===== src/rtl/serial_frame_deserializer_if.sv =====
// Bundle between the header detector's serial pass-through and the deserializer.
// master drives enable, serial bit and payload-valid; slave reports assembled words.
// Pure wiring, no storage; parameters must match the deserializer instance.
interface serial_frame_deserializer_if #(
  parameter int WIDTH = 8,
  parameter int CNT_W = 4
);
  logic             clkEN;
  logic             ser_in;
  logic             ser_valid;
  logic [WIDTH-1:0] word_out;
  logic             word_valid;
  logic             partial;
  logic             frame_done;
  logic [CNT_W-1:0] frame_words;

  modport master (
    output clkEN, ser_in, ser_valid,
    input  word_out, word_valid, partial, frame_done, frame_words
  );

  modport slave (
    input  clkEN, ser_in, ser_valid,
    output word_out, word_valid, partial, frame_done, frame_words
  );
endinterface


===== src/rtl/serial_frame_deserializer.sv =====
// Packs clkEN-qualified payload bits into WIDTH-bit words, flushing a short word at frame end.
// Latency: word_valid / frame_done 1 clk after the capturing clkEN edge.
// No backpressure: every word is emitted as a 1-clk pulse; DESER_LSB_FIRST_EN selects LSB-first packing.
module serial_frame_deserializer #(
  parameter int WIDTH = 8,
  parameter int CNT_W = 4
) (
  input  logic                         clk,
  input  logic                         rst,
  serial_frame_deserializer_if.slave   bus
);

  localparam int BCW = $clog2(WIDTH);

  typedef enum logic [1:0] {
    IDLE    = 2'd0,
    COLLECT = 2'd1,
    DONE    = 2'd2
  } state_t;

  state_t           state;
  state_t           state_nxt;

  logic [WIDTH-1:0] sr;
  logic [WIDTH-1:0] sr_nxt;
  logic [WIDTH-1:0] sr_shift;
  logic [WIDTH-1:0] flush_word;
  logic [WIDTH-1:0] word_q;
  logic [WIDTH-1:0] word_nxt;
  logic [BCW-1:0]   bit_cnt;
  logic [BCW-1:0]   bit_cnt_nxt;
  logic [CNT_W-1:0] fw_q;
  logic [CNT_W-1:0] fw_nxt;
  logic [CNT_W-1:0] fw_inc;
  logic             wv_q;
  logic             wv_nxt;
  logic             part_q;
  logic             part_nxt;
  logic             bit_sample;
  logic             end_sample;
  logic             word_full;

  // Only clkEN edges advance the datapath; a low ser_valid on such an edge ends the frame.
  assign bit_sample = bus.clkEN & bus.ser_valid;
  assign end_sample = bus.clkEN & ~bus.ser_valid;

  // The incoming bit completes a word when WIDTH-1 bits are already held.
  assign word_full  = (bit_cnt == BCW'(WIDTH - 1));

  // Word count sticks at all-ones once saturated.
  assign fw_inc     = (&fw_q) ? fw_q : fw_q + 1'b1;

`ifdef DESER_LSB_FIRST_EN
  // Right shift: the newest bit enters at the top, so the first bit settles in bit 0.
  assign sr_shift = {bus.ser_in, sr[WIDTH-1:1]};

  // Collected bits sit in the top bit_cnt positions; drop everything below them.
  logic [BCW:0] flush_rsh;
  assign flush_rsh  = (BCW+1)'(WIDTH) - {1'b0, bit_cnt};
  assign flush_word = sr >> flush_rsh;
`else
  // Left shift: the newest bit enters at bit 0, so the first bit settles in the MSB.
  assign sr_shift = {sr[WIDTH-2:0], bus.ser_in};

  // Collected bits are already right-justified; mask off stale bits from the previous word.
  assign flush_word = sr & ~({WIDTH{1'b1}} << bit_cnt);
`endif

  // State register.
  always_ff @(posedge clk or posedge rst) begin
    if (rst) begin
      state <= IDLE;
    end else begin
      state <= state_nxt;
    end
  end

  // Next-state and datapath next values; pulses default low so they last one clk.
  always_comb begin
    state_nxt   = state;
    sr_nxt      = sr;
    bit_cnt_nxt = bit_cnt;
    word_nxt    = word_q;
    fw_nxt      = fw_q;
    wv_nxt      = 1'b0;
    part_nxt    = 1'b0;

    case (state)
      IDLE: begin
        if (bit_sample) begin
          sr_nxt      = sr_shift;
          bit_cnt_nxt = BCW'(1);
          fw_nxt      = '0;
          state_nxt   = COLLECT;
        end
      end

      COLLECT: begin
        if (bit_sample) begin
          sr_nxt = sr_shift;
          if (word_full) begin
            word_nxt    = sr_shift;
            wv_nxt      = 1'b1;
            bit_cnt_nxt = '0;
            fw_nxt      = fw_inc;
          end else begin
            bit_cnt_nxt = bit_cnt + 1'b1;
          end
        end else if (end_sample) begin
          state_nxt = DONE;
          if (bit_cnt != '0) begin
            word_nxt = flush_word;
            wv_nxt   = 1'b1;
            part_nxt = 1'b1;
            fw_nxt   = fw_inc;
          end
        end
      end

      DONE: begin
        // Leaves after one clk regardless of clkEN; any ser_valid seen here is dropped.
        sr_nxt      = '0;
        bit_cnt_nxt = '0;
        state_nxt   = IDLE;
      end

      default: begin
        state_nxt = IDLE;
      end
    endcase
  end

  // Datapath and output registers.
  always_ff @(posedge clk or posedge rst) begin
    if (rst) begin
      sr      <= '0;
      bit_cnt <= '0;
      word_q  <= '0;
      fw_q    <= '0;
      wv_q    <= 1'b0;
      part_q  <= 1'b0;
    end else begin
      sr      <= sr_nxt;
      bit_cnt <= bit_cnt_nxt;
      word_q  <= word_nxt;
      fw_q    <= fw_nxt;
      wv_q    <= wv_nxt;
      part_q  <= part_nxt;
    end
  end

  assign bus.word_out    = word_q;
  assign bus.word_valid  = wv_q;
  assign bus.partial     = part_q;
  assign bus.frame_done  = (state == DONE);
  assign bus.frame_words = fw_q;

endmodule

===== src/flat_wrapper.sv =====
// flat-port wrapper written by rule: the top's interface ports become plain ports
module serial_frame_deserializer_flat 
#(
  parameter int WIDTH = 8,
  parameter int CNT_W = 4
)
  (clk, rst, bus_clkEN, bus_ser_in, bus_ser_valid, bus_word_out, bus_word_valid, bus_partial, bus_frame_done, bus_frame_words);
  serial_frame_deserializer_if #(.WIDTH(WIDTH), .CNT_W(CNT_W)) bus_i ();
  input  logic clk;
  input  logic rst;
  input wire logic [$bits(bus_i.clkEN)-1:0] bus_clkEN;
  input wire logic [$bits(bus_i.ser_in)-1:0] bus_ser_in;
  input wire logic [$bits(bus_i.ser_valid)-1:0] bus_ser_valid;
  output wire logic [$bits(bus_i.word_out)-1:0] bus_word_out;
  output wire logic [$bits(bus_i.word_valid)-1:0] bus_word_valid;
  output wire logic [$bits(bus_i.partial)-1:0] bus_partial;
  output wire logic [$bits(bus_i.frame_done)-1:0] bus_frame_done;
  output wire logic [$bits(bus_i.frame_words)-1:0] bus_frame_words;
  assign bus_i.clkEN = bus_clkEN;
  assign bus_i.ser_in = bus_ser_in;
  assign bus_i.ser_valid = bus_ser_valid;
  assign bus_word_out = bus_i.word_out;
  assign bus_word_valid = bus_i.word_valid;
  assign bus_partial = bus_i.partial;
  assign bus_frame_done = bus_i.frame_done;
  assign bus_frame_words = bus_i.frame_words;
  serial_frame_deserializer #(.WIDTH(WIDTH), .CNT_W(CNT_W)) u_core (.clk(clk), .rst(rst), .bus(bus_i));
endmodule

===== config.mk =====
export PLATFORM = sky130hd
export DESIGN_NAME = serial_frame_deserializer_flat
export DESIGN_NICKNAME = d
export VERILOG_FILES = /design/src/rtl/serial_frame_deserializer_if.sv /design/src/rtl/serial_frame_deserializer.sv /design/src/flat_wrapper.sv
export SDC_FILE = /design/constraint.sdc
export NUM_CORES = 1
export LEC_CHECK = 0
export BUFFER_PORTS_ARGS = -buffer_cell sky130_fd_sc_hd__buf_2
export CAP_MARGIN = 20
export CORE_UTILIZATION = 60
export CTS_BUF_LIST = sky130_fd_sc_hd__clkbuf_8
export DETAILED_ROUTE_END_ITERATION = 6
export PLACE_DENSITY = 0.82
export SLEW_MARGIN = 40
export SYNTH_ARGS = -nofsm -noshare
export SYNTH_HDL_FRONTEND = slang
export SYNTH_SLANG_ARGS = --single-unit

===== constraint.sdc =====
create_clock -name clk -period 3 [get_ports clk]
set_clock_uncertainty 0.05 [all_clocks]
set_input_delay 0.75 -clock clk [delete_from_list [all_inputs] [get_ports clk]]
set_output_delay 0.75 -clock clk [all_outputs]
set_load 0.005 [all_outputs]

==> metrics.cfg <==
[finish]
drive_gt1_frac = 0.1744
regArea_um2 = 650.6
mostFrequentLayoutCells = 26 x dfrtp_1, 19 x buf_2, 16 x o21ai_0
syn2layout_area_growth_pct = 13.23
final_nets = 188
layout.cells.non_filler = 200
diodes = 0
fillers = 170
layout_commonest_cell = dfrtp_1
multiInputGateArea_um2 = 686.9

[place]
io_buffers = 19
dp_cells = 196
dp_hpwl_um = 2079
place.gp.congestion = 0.8221

[grt]
first_global_vias = 1074
grt_pass1_wl_um = 4864
grt_antenna_before_repair = 0
overflow = 0
grt_max_degree = 27
track_usage = 0.2548

[logic_synthesis]
yosys_warnings = 0
seq_area_frac_synth = 0.4586
ys_types = 34
synth_area_leaders = dfrtp_1 46%, ha_1 8.8%, o21ai_0 5.6%, inv_1 4.2%, nand2_1 4.0%
ys_ff_latch = 26
synth_top_area_cell = dfrtp_1
netlist_area_um2 = 1419
synth_top_area_share = 0.4586
synthCells = 153
synth_area_per_cell_um2 = 9.274
synth_nets = 168

[floorplan]
core_area_um2 = 2212
rows = 17
die_height_um = 50.63
initial_core_util = 0.6414
die_width_um = 50.63
die_area_um2 = 2563
io_pins = 20

[routing]
drt-initial-drc-count = 32
wl_per_cell_um = 14.23
vias = 1151
totalWireLength_um = 2845
ant_nets = 0
via_per_inst = 5.755
drcViolationCount = 0
dr.pass1.iters = 4

[critical_path]
arrival_ns = 2.31
cp.required_ns = 3.14
critPathKind = reg2reg
critPathMaxFanout = 6
start_kind = flip-flop
end_kind = flip-flop

[timing]
rsz0062_at_grt = no
final.period_utilization = 0.7238
setup_viol = 0
hold_viol_final = 0
worst_pin_slew_ns = 0.5293
max_freq_mhz = 460.5
slew_viol_final = 0
relSlewSlack = 0.6466
setup_tns_ns = 0
fin_crit_ns = 2.171

[power_and_ir_drop]
vdd.ir_drop.worst_v = 0.0006763
p_leak_nw = 0.7364
power.density_nw_per_um2 = 883.4
power_w = 0.001419

[clock_tree]
clockRootBuffer = clkbuf_8
cts_tree = done
holdBufCountCts = 0
post_cts_buffers = 0
cts_sinks = 26
cts.repair.resized = 0
cts.clk_slew.worst_paths_ns = 0.09
h-tree-depth = 1
clock_tree.buffer_depth = 2
cts_made_buffers = 3
worstSkewPairLatency_ns = 0.27

[min_path]
hold_class = in2async

[run_status]
outcome = finished clean

[flow_run]
maxCapViolations = 0

-- layout make-up --
type	count	area share
Tap cell	28	0.02181
Sequential cell	26	0.4050
Inverter	16	0.03738
Clock inverter	1	0.01869
Timing Repair Buffer	20	0.06386
Clock buffer	3	0.02570
Multi-Input combinational cell	106	0.4276
-- logic make-up (layout without fill, tap and decap cells) --
| family | Yosys count | count (layout) | synth area share |
|---|---|---|---|
| buf+inv | 21 | 40 | 0.06173 |
| simple gates | 57 | 57 | 0.2187 |
| mux | 1 | 1 | 0.007055 |
| flops | 26 | 26 | 0.4586 |
| compound gates | 38 | 38 | 0.1658 |
| fa+ha+maj | 10 | 10 | 0.08818 |
-- worst paths after layout --
kind	slack [ns]	cells past startpoint	end	start
min in group clk	0.48	2	u_core.bus.word_out[4]	u_core.bus.word_out[4]
worst max-delay path	0.83	6	u_core.bus.frame_words[2]	u_core.bit_cnt[1]
worst min register to register	0.48	2	u_core.bus.word_out[4]	u_core.bus.word_out[4]
worst min-delay path	0.46	2	u_core.bus.word_out[2]	rst
max in group asynchronous	2.09	2	u_core.state[0]	rst
worst max register to register	0.83	6	u_core.bus.frame_words[2]	u_core.bit_cnt[1]
-- worst max-delay path, cell delays in order, from the launching register on --
cell	delay (ns)
dfrtp_1	0.41
ha_1	0.22
ha_1	0.27
and4b_1	0.22
a211o_1	0.32
or4_1	0.50
o211ai_1	0.10
-- through the flow --
step | util | hold slack (ns) | cell area, µm² | worst slack [ns]
after floorplan | - | 0.4519 | 1419 | 1.023
after CTS | 0.7234 | 0.4711 | 1600 | 0.8187
after global routing | 0.7262 | 0.5085 | 1607 | 0.7249
after global placement | 0.6912 | 0.4523 | 1529 | 0.9007
final | 0.7262 | 0.4560 | 1607 | 0.8286
after detailed placement | 0.6912 | 0.4653 | 1529 | 0.8418
-- state kept, by name (all words and copies together) (netlist names) --
name                    flops
u_core.bus.word_out         8
u_core.sr                   7
u_core.state                2
u_core.bit_cnt              3
u_core.bus.frame_words      4
u_core.bus.partial          1
u_core.bus.word_valid       1
-- power by group --
group / leakage [nW] / internal (W) / switching (W)
sequential: 0.333 / 0.000473 / 0.000105
clock: 0.0357 / 0.000178 / 0.000111
combinational: 0.368 / 0.000250 / 0.000301
-- cells in the mapped netlist (all sizes together) --
cell type and n:
nand3 7, mux2i 1, o211ai 3, nand2b 2, or4 1, nor3 2, nor2 10, a31oi 7
o22ai 2, nand4 3, nand2 15, a32o 1, clkbuf 3, and2 1, a211o 1, and4b 1
nand3b 7, nor2b 1, buf 2, and2b 3, a2bb2oi 2, inv 16, or2 1, a221o 1
a21oi 3, a211oi 1, or3 2, a21boi 1, nor3b 1, ha 10, o21ai 16, dfrtp 26
-- layer usage --
layer	routed length, µm	vias to the layer above	track usage
met2	1350	26	0.4156
li1	-	573	-
met5	0	-	0
met1	1372	550	0.3398
met4	17	0	0.09259
met3	105	2	0.04242
No activity file was read; power rests on OpenSTA's default activity.
